[src/rtl/fpdlink_pkg.sv]
// Shared constants, types and helpers for the FPD-Link I dual-pixel output packer.
package fpdlink_pkg;

  localparam int GROUP_W = 21;
  localparam int LANE_W  = 7;

  // Bit positions inside one 21-bit pixel group
  localparam int POS_G0   = 20;
  localparam int POS_R    = 14;
  localparam int POS_B_LO = 12;
  localparam int POS_G_HI = 7;
  localparam int POS_DE   = 6;
  localparam int POS_VS   = 5;
  localparam int POS_HS   = 4;
  localparam int POS_B_HI = 0;

  // 2x2 ordered-dither thresholds, entry idx at [2*idx+1:2*idx]: {0,2,3,1}
  localparam logic [7:0] BAYER_TBL = {2'd1, 2'd3, 2'd2, 2'd0};

  typedef enum logic [1:0] {ST_MUTE, ST_COUNT, ST_LIVE} mute_st_e;

  typedef struct packed {
    logic [5:0] r;
    logic [5:0] g;
    logic [5:0] b;
  } rgb6_t;

  function automatic logic [1:0] bayer_t(input logic [1:0] idx);
    return BAYER_TBL[{idx, 1'b0} +: 2];
  endfunction

  // Scatter one pixel plus syncs into its 21-bit group
  function automatic logic [GROUP_W-1:0] pack_group(input logic de, input logic vs,
                                                    input logic hs, input rgb6_t p);
    logic [GROUP_W-1:0] g;
    g                  = '0;
    g[POS_G0]          = p.g[0];
    g[POS_R +: 6]      = p.r;
    g[POS_B_LO +: 2]   = p.b[1:0];
    g[POS_G_HI +: 5]   = p.g[5:1];
    g[POS_DE]          = de;
    g[POS_VS]          = vs;
    g[POS_HS]          = hs;
    g[POS_B_HI +: 4]   = p.b[5:2];
    return g;
  endfunction

endpackage

[src/rtl/fpdlink_dither.sv]
// 8->6 bit channel reduction: add dither threshold (or 2 for rounding), saturate, drop 2 LSBs.
module fpdlink_dither (
  input  logic [7:0] c,
  input  logic [1:0] t,
  input  logic       en_dither,
  output logic [5:0] o_ch
);
  logic [1:0] w_add;
  logic [8:0] w_sum;

  assign w_add = en_dither ? t : 2'd2;
  assign w_sum = {1'b0, c} + {7'd0, w_add};
  // carry into bit 8 means the sum passed 255: clamp instead of wrapping
  assign o_ch  = w_sum[8] ? 6'h3F : w_sum[7:2];
endmodule

[src/rtl/vout_fpdlink.sv]
// FPD-Link I dual-pixel packer: RGB888 x2 -> 6 lanes x 7 bits, dither, polarity, startup mute.
module vout_fpdlink
  import fpdlink_pkg::*;
#(
  parameter int         LANES       = 6,      // only 6 is meaningful
  parameter logic [5:0] CH_INVERT   = 6'b000000,
  parameter bit         DITHER      = 1'b1,
  parameter int         MUTE_FRAMES = 5       // 1..15
) (
  input  logic                      clk,
  input  logic                      rst,
  input  logic                      link_en,
  input  logic                      v_vsync,
  input  logic                      v_hsync,
  input  logic                      v_de,
  input  logic [47:0]               v_pixel,
  output logic [LANES*LANE_W-1:0]   dout,
  output logic                      muted
);

  function automatic logic [LANES*LANE_W-1:0] f_inv_mask(input logic [5:0] inv);
    logic [LANES*LANE_W-1:0] m;
    m = '0;
    for (int k = 0; k < LANES; k++) m[k*LANE_W +: LANE_W] = {LANE_W{inv[k]}};
    return m;
  endfunction

  localparam logic [LANES*LANE_W-1:0] INV_MASK = f_inv_mask(CH_INVERT);
  localparam logic [3:0]              CNT_TGT  = 4'(MUTE_FRAMES);

  // S1 state: previous-cycle syncs/DE (also the edge-detect history) and 6-bit channels
  logic                       r_vs, r_hs, r_de;
  logic [1:0][2:0][5:0]       r_ch;     // [slot: 0 even,1 odd][0 R,1 G,2 B]
  logic                       r_fp, r_lp;
  mute_st_e                   r_state, w_state_nxt;
  logic [3:0]                 r_cnt, w_cnt_nxt;
  logic [LANES*LANE_W-1:0]    r_dout;
  logic                       r_muted;

  logic                       w_vs_rise, w_de_fall, w_live;
  logic [1:0][1:0]            w_t;
  logic [1:0][2:0][5:0]       w_ch;
  rgb6_t                      w_px_e, w_px_o;
  logic [2*GROUP_W-1:0]       w_word;

  assign w_vs_rise = v_vsync & ~r_vs;
  assign w_de_fall = ~v_de & r_de;

  // 3 channels x 2 pixels; even pixel in v_pixel[47:24], R in the top byte of each half
  for (genvar s = 0; s < 2; s++) begin : g_slot
    assign w_t[s] = bayer_t({r_lp ^ r_fp, 1'(s)});
    for (genvar k = 0; k < 3; k++) begin : g_ch
      fpdlink_dither u_dith (
        .c         (v_pixel[(1-s)*24 + (2-k)*8 +: 8]),
        .t         (w_t[s]),
        .en_dither (DITHER),
        .o_ch      (w_ch[s][k])
      );
    end
  end

  // S1 capture of syncs, DE and converted channels
  always_ff @(posedge clk or posedge rst) begin
    if (rst) begin
      r_vs <= 1'b0;
      r_hs <= 1'b0;
      r_de <= 1'b0;
      r_ch <= '0;
    end else begin
      r_vs <= v_vsync;
      r_hs <= v_hsync;
      r_de <= v_de;
      r_ch <= w_ch;
    end
  end

  // Dither phase: frame parity per vsync, line parity per DE fall; vsync wins a tie
  always_ff @(posedge clk or posedge rst) begin
    if (rst) begin
      r_fp <= 1'b0;
      r_lp <= 1'b0;
    end else begin
      if (w_vs_rise) r_fp <= ~r_fp;
      if (w_vs_rise)      r_lp <= 1'b0;
      else if (w_de_fall) r_lp <= ~r_lp;
    end
  end

  // Mute FSM state register
  always_ff @(posedge clk or posedge rst) begin
    if (rst) begin
      r_state <= ST_MUTE;
      r_cnt   <= '0;
    end else begin
      r_state <= w_state_nxt;
      r_cnt   <= w_cnt_nxt;
    end
  end

  // Mute FSM next state: count vsync edges with the link up; any link drop restarts
  always_comb begin
    w_state_nxt = r_state;
    w_cnt_nxt   = r_cnt;
    case (r_state)
      ST_MUTE: begin
        w_cnt_nxt = '0;
        if (link_en) w_state_nxt = ST_COUNT;
      end
      ST_COUNT: begin
        if (!link_en) begin
          w_state_nxt = ST_MUTE;
          w_cnt_nxt   = '0;
        end else if (w_vs_rise) begin
          if (r_cnt + 4'd1 == CNT_TGT) w_state_nxt = ST_LIVE;
          else                         w_cnt_nxt   = r_cnt + 4'd1;
        end
      end
      ST_LIVE: begin
        if (!link_en) begin
          w_state_nxt = ST_MUTE;
          w_cnt_nxt   = '0;
        end
      end
      default: begin
        w_state_nxt = ST_MUTE;
        w_cnt_nxt   = '0;
      end
    endcase
  end

  // S2 pack: blank DE and colour while not live, syncs always pass
  always_comb begin
    w_live = (r_state == ST_LIVE);
    w_px_e = w_live ? rgb6_t'({r_ch[0][0], r_ch[0][1], r_ch[0][2]}) : '0;
    w_px_o = w_live ? rgb6_t'({r_ch[1][0], r_ch[1][1], r_ch[1][2]}) : '0;
    w_word = {pack_group(r_de & w_live, r_vs, r_hs, w_px_o),
              pack_group(r_de & w_live, r_vs, r_hs, w_px_e)};
  end

  // S2 output register with lane polarity applied
  always_ff @(posedge clk or posedge rst) begin
    if (rst) begin
      r_dout  <= INV_MASK;
      r_muted <= 1'b1;
    end else begin
      r_dout  <= w_word ^ INV_MASK;
      r_muted <= ~w_live;
    end
  end

  assign dout  = r_dout;
  assign muted = r_muted;

endmodule

[config.mk]
export PLATFORM = sky130hd
export DESIGN_NAME = vout_fpdlink
export DESIGN_NICKNAME = d
export VERILOG_FILES = /design/src/rtl/fpdlink_pkg.sv /design/src/rtl/fpdlink_dither.sv /design/src/rtl/vout_fpdlink.sv
export SDC_FILE = /design/constraint.sdc
export NUM_CORES = 1
export LEC_CHECK = 0
export CAP_MARGIN = 15
export CORE_ASPECT_RATIO = 0.9
export CORE_UTILIZATION = 30
export CTS_BUF_LIST = sky130_fd_sc_hd__clkbuf_2
export DETAILED_ROUTE_END_ITERATION = 7
export PLACE_DENSITY = 0.54
export SKIP_CTS_REPAIR_TIMING = 1
export SLEW_MARGIN = 20
export SYNTH_ARGS = -nofsm -noshare
export SYNTH_HDL_FRONTEND = slang
export SYNTH_SLANG_ARGS = --single-unit
[constraint.sdc]
create_clock -name clk -period 3 [get_ports clk]
set_input_delay 0.6 -clock clk [delete_from_list [all_inputs] [get_ports clk]]
set_output_delay 0.6 -clock clk [all_outputs]
set_load 0.1 [all_outputs]
* Word level (Yosys, flattened, before mapping)
Index checks and enable logic that the tools add are counted.
Cells by class: multiplexer cells 21, bitwise logic cells 9, shift operators 2, $add $sub $neg 7, eq/ne operators 8, reduce and logical (&&, ||, !) cells 4
Operators by type and width (number):
- adder 8 x 2 -> 9 bit | 6
- 2-to-1 mux 18 bit | 2
- 2-to-1 mux 6 bit | 6
- 2-to-1 mux 4 bit | 4
- indexed part select 8 x 4 -> 2 bit (first input constant) | 2
- 2-to-1 mux 2 bit | 5
- inequality test 3 bit (second input constant) | 3
- case mux 4 bit (2 select lines) | 1
- case mux 2 bit (3 select lines) | 1
- NOT 1 bit | 5
- adder 4 x 1 -> 4 bit (second input constant) | 1
- == test 4 x 3 -> 1 bit (second input constant) | 1
- inequality test 2 bit (second input constant) | 2
- AND reduction 4 bit | 1
- AND 1 bit | 3
- AND reduction 3 bit | 1
- == test 2 x 1 -> 1 bit (second input constant) | 1
- == test 2 bit (second input constant) | 1
- logical NOT 2 bit | 1
- 2-to-1 mux 1 bit | 2
- nonzero test 2 bit | 1
- bitwise XOR 1 bit | 1
Word-level totals: input port bits 54, logic and storage cells 66, register bits after elaboration 90

* Logic depth before layout (Yosys ltp)
depth in word-level cells 6, depth in mapped cells 7, depth with buffers taken out 6

* Cells and area by module
From an unflattened synthesis, not the netlist that was laid out.
Second synthesis, totals: cells, all modules 294, area, all modules 3762.4 um^2
By module, submodules not included:
- vout_fpdlink | times used 1, cells an instance 174, seq. area each 2178.3 um^2, area each 2763.9 um^2
- fpdlink_dither | times used 6, cells an instance 20, seq. area each 0.0 um^2, area each 166.4 um^2

* Worst setup path before layout
Ideal clock, no wire load.
kind register to register, from register r_lp, to register r_ch[20] in the netlist's numbering, arrival time 1.949 ns, buffers on the path 1, clock period less this slack 2.074 ns, stages on the path, launching flop included 8, library setup time 0.125 ns, slack 0.926 ns, cell sequence dfrtp_1 -> xor2_2 -> inv_1 -> ha_1 -> a31o_2 -> and3_1 -> buf_6 -> mux2_4
On the way: word-level cells in the longest chain between the ends 4
RTL lines:
- start: declaration | RTL line vout_fpdlink.sv:34 | logic r_fp, r_lp;
- start signal: assignment | RTL line vout_fpdlink.sv:85 | else if (w_de_fall) r_lp <= ~r_lp;
- bitwise XOR 1 bit | RTL line vout_fpdlink.sv:51 | assign w_t[s] = bayer_t({r_lp ^ r_fp, 1'(s)});
- indexed part select 8 x 4 -> 2 bit | RTL line fpdlink_pkg.sv:29 | return BAYER_TBL[{idx, 1'b0} +: 2];
- adder 8 x 2 -> 9 bit | RTL line fpdlink_dither.sv:12 | assign w_sum = {1'b0, c} + {7'd0, w_add};
- 2-to-1 mux 6 bit | RTL line fpdlink_dither.sv:14 | assign o_ch = w_sum[8] ? 6'h3F : w_sum[7:2];
- net g_slot[1].g_ch[0].u_dith.o_ch[2] | RTL line fpdlink_dither.sv:6 | output logic [5:0] o_ch
- end signal: assignment | RTL line vout_fpdlink.sv:73 | r_ch <= w_ch;
- end: declaration | RTL line vout_fpdlink.sv:33 | logic [1:0][2:0][5:0] r_ch;
The timed path passes the listed nets, and every way through them passes these cells. A chain may end at the register's enable or synchronous reset.

* Final worst setup path
from register r_lp, to register r_ch[2] in the netlist's numbering
On the way: word-level cells in the longest chain between the ends 4
RTL lines (RTL line):
- bitwise XOR 1 bit | vout_fpdlink.sv:51
- indexed part select 8 x 4 -> 2 bit | fpdlink_pkg.sv:29
- adder 8 x 2 -> 9 bit | fpdlink_dither.sv:12
- 2-to-1 mux 6 bit | fpdlink_dither.sv:14
- net g_slot[0].g_ch[0].u_dith.o_ch[2] | fpdlink_dither.sv:6
The timed path passes the listed nets, and every way through them passes these cells.

==> results.sh <==
export IMPL_synth_xor_area_share_pct=0.923
export IMPL_setup_viol=0
export IMPL_fin_worst_skew_ns=0.0336
export IMPL_clkPwrFrac_pct=22.1
export IMPL_ys_ff_latch=87
export IMPL_htree_levels=3
export IMPL_design_die_area_um2=12600
export IMPL_synth_largest_area_cell="dfrtp_1"
export IMPL_core_um2=11700
export IMPL_drt_wirelength_per_cell_um=12.4
export IMPL_syn_inst=307
export IMPL_grtUsageTotal_pct=11.2
export IMPL_hold_slack_ns=0.386
export IMPL_synthMuxAreaShare_pct=2.67
export IMPL_p_leak_nw=2.18
export IMPL_fmax_ghz=0.468
export IMPL_layout_drive_gt1_share_pct=20.6
export IMPL_ctsLongestPathBuffers=2
export IMPL_synth_nets=369
export IMPL_fin_setup_tns_ns=0
export IMPL_cts_made_buffers=9
export IMPL_num_nets_final=462
export IMPL_area_delta_synth_final_pct=29.3
export IMPL_p_sw_mw=0.730
export IMPL_grt_overflow=0
export IMPL_status="finished, final reports clean"
export IMPL_synth_cell_types=42
export IMPL_min_path_type="reg -> reg"
export IMPL_yosysMostFrequentCell="dfrtp_1"
export IMPL_insertion_delay_ns=0.50
export IMPL_antenna_found_initial=0
export IMPL_dieHeight_um=107
export IMPL_synthAdderAreaFrac_pct=2.73
export IMPL_multi_input_area_um2=1340
export IMPL_fp_dieW_um=118
export IMPL_synth_compound_area_share_pct=13.6
export IMPL_synth_area_leaders="dfrtp_1 (59%), and2_1 (7.2%), a41oi_1 (3.1%)"
export IMPL_cts_tree="yes"
export IMPL_antennaDiodeCount=0
export IMPL_yosysWarnings=0
export IMPL_yosys_area_share_simple_pct=16.4
export IMPL_io_pins=97
export IMPL_drt_first_pass_iters=5
export IMPL_antenna_left=0
export IMPL_viasPerCell=4.61
export IMPL_crit_path_max_fanout=6
export IMPL_wl_um=6940
export IMPL_grt_pass1_wl_um=11100
export IMPL_clk_pin_slew_ns=0.19
export IMPL_cts_sinks=87
export IMPL_dp_hpwl_um=4860
export IMPL_synth_top_family_by_area="simple AND/OR/NAND/NOR gates"
export IMPL_synth_common_cells="dfrtp_1 (86), and2_1 (42), nand3_1 (18)"
export IMPL_end_kind="register"
export IMPL_p_sw_share_pct=29.5
export IMPL_grt_max_degree=88
export IMPL_synth_edff_count=0
export IMPL_synthArstFlopShare_pct=100
export IMPL_worstPathRequired_ns=3.38
export IMPL_path_class="reg -> reg"
export IMPL_fin_crit_ns=2.14
export IMPL_root_buffer="clkbuf_2"
export IMPL_start_kind="register"
export IMPL_period_share_pct=71.3
export IMPL_yosysTopAreaCellShare_pct=58.8
export IMPL_rsz0062_at_grt="false"
export IMPL_p_int_mw=1.75
export IMPL_row_count=37
export IMPL_tightest_slew_ns=0.541
export IMPL_vias=2575
export IMPL_cp_arrival_ns=2.52
export IMPL_p_per_area_nw_per_um2=523
export IMPL_ys_flop_type="dfrtp_1"
export IMPL_drt_initial_drc_count=52
export IMPL_regArea_um2=2180
export IMPL_grt_pass1_vias=2379
export IMPL_synth_area_per_cell_um2=11.9
export IMPL_drc=0
export IMPL_slew_violations=0
export IMPL_max_slew_margin_rel_pct=63.9
export IMPL_syn_area_um2=3660
export IMPL_start_util_pct=31.4
export IMPL_globalplace_congestion=0.854
export IMPL_io_buffers=96
export IMPL_hold_violations=0
export IMPL_fillers=1164
export IMPL_seqPwrFrac_pct=53.4
export IMPL_drv_cap=0
export IMPL_ys_seq_area_share_pct=59.5
export IMPL_combPwrFrac_pct=24.6
export IMPL_ir_drop_uv=209
[logic make-up after synthesis]
group / count (synthesis)
simple gates: 106
flops: 87
compound gates: 69
buf+inv: 27
fa+ha+maj: 8
mux: 7
xor+xnor: 3
[metrics by stage]
stage	utilization (%)	power (mW)	instances	instance area [µm²]	setup WS [ns]
6_report	40.6	2.48	559	4730	0.861
5_1_grt	40.6	2.63	559	4730	0.741
4_1_cts	40.6	2.52	559	4730	0.816
3_5_place_dp	39.7	1.96	545	4640	0.633
3_3_place_gp	39.7	1.95	545	4640	0.751
2_1_floorplan	-	1.76	307	3660	0.151
[cells in the final DEF (no fill, tap or decap), types with 2 or more instances in the layout]
master and n:
nor2_1 3, dfrtp_1 86, a31o_2 11, a22o_1 2
mux2_4 5, nand3_1 18, nand4_1 6, o21ai_0 2
mux2_2 2, nand2_1 14, and3_1 6, ha_1 8
clkbuf_2 10, a41oi_1 13, a31oi_1 11, inv_1 9
clkdlybuf4s50_1 53, clkinv_2 3, nor2b_1 10, a21oi_1 15
o21a_1 6, and2_1 42, buf_4 45
[final cells by class]
class,count,share of cell area [%]
Clock buffer,10,1.06
Clock inverter,4,1.03
Inverter,10,0.819
Multi-Input combinational cell,193,28.2
Sequential cell,87,46.0
Tap cell,156,4.12
Timing Repair Buffer,99,18.8
[final timing paths]
path | startpoint | depth (start not counted) | to | slack, ns
max | r_lp | 6 | r_ch[2] | 0.86
min | r_hs | 0 | dout[25] | 0.39
max reg2reg | r_lp | 6 | r_ch[2] | 0.86
min reg2reg | r_hs | 0 | dout[25] | 0.39
max in group asynchronous | rst | 3 | muted | 2.10
min in group asynchronous | rst | 3 | dout[22] | 0.46
[state kept, by name, summed over array words and instances, names as in the netlist]
| signal | count |
|---|---|
| r_lp | 1 |
| r_de | 1 |
| dout | 39 |
| r_fp | 1 |
| r_state | 2 |
| r_ch | 36 |
| muted | 1 |
| r_cnt | 4 |
| r_hs | 1 |
| r_vs | 1 |
[routing by layer]
layer  up-vias  track usage (%)  routed length, µm
met5         -                0                  0
li1       1276                -                  -
met3        10             2.07                284
met4         0             5.15                117
met1      1220             14.5               3280
met2        69             18.4               3260
[power groups by stage]
| stage | clock (mW) | sequential [mW] | combinational, mW |
|---|---|---|---|
| 2_1_floorplan | 0 | 1.35 | 0.417 |
| 4_1_cts | 0.578 | 1.32 | 0.619 |
| 5_1_grt | 0.608 | 1.33 | 0.688 |
| 3_3_place_gp | 0 | 1.34 | 0.608 |
| 3_5_place_dp | 0 | 1.34 | 0.614 |
| 6_report | 0.546 | 1.32 | 0.608 |
[worst max-delay path, stage by stage (launching register included)]
cell and delay (ns):
dfrtp_1 0.46, xor2_2 0.33, buf_4 0.23, ha_1 0.23
a31o_2 0.24, and3_1 0.25, mux2_4 0.31
No activity file was read; power rests on OpenSTA's default activity.
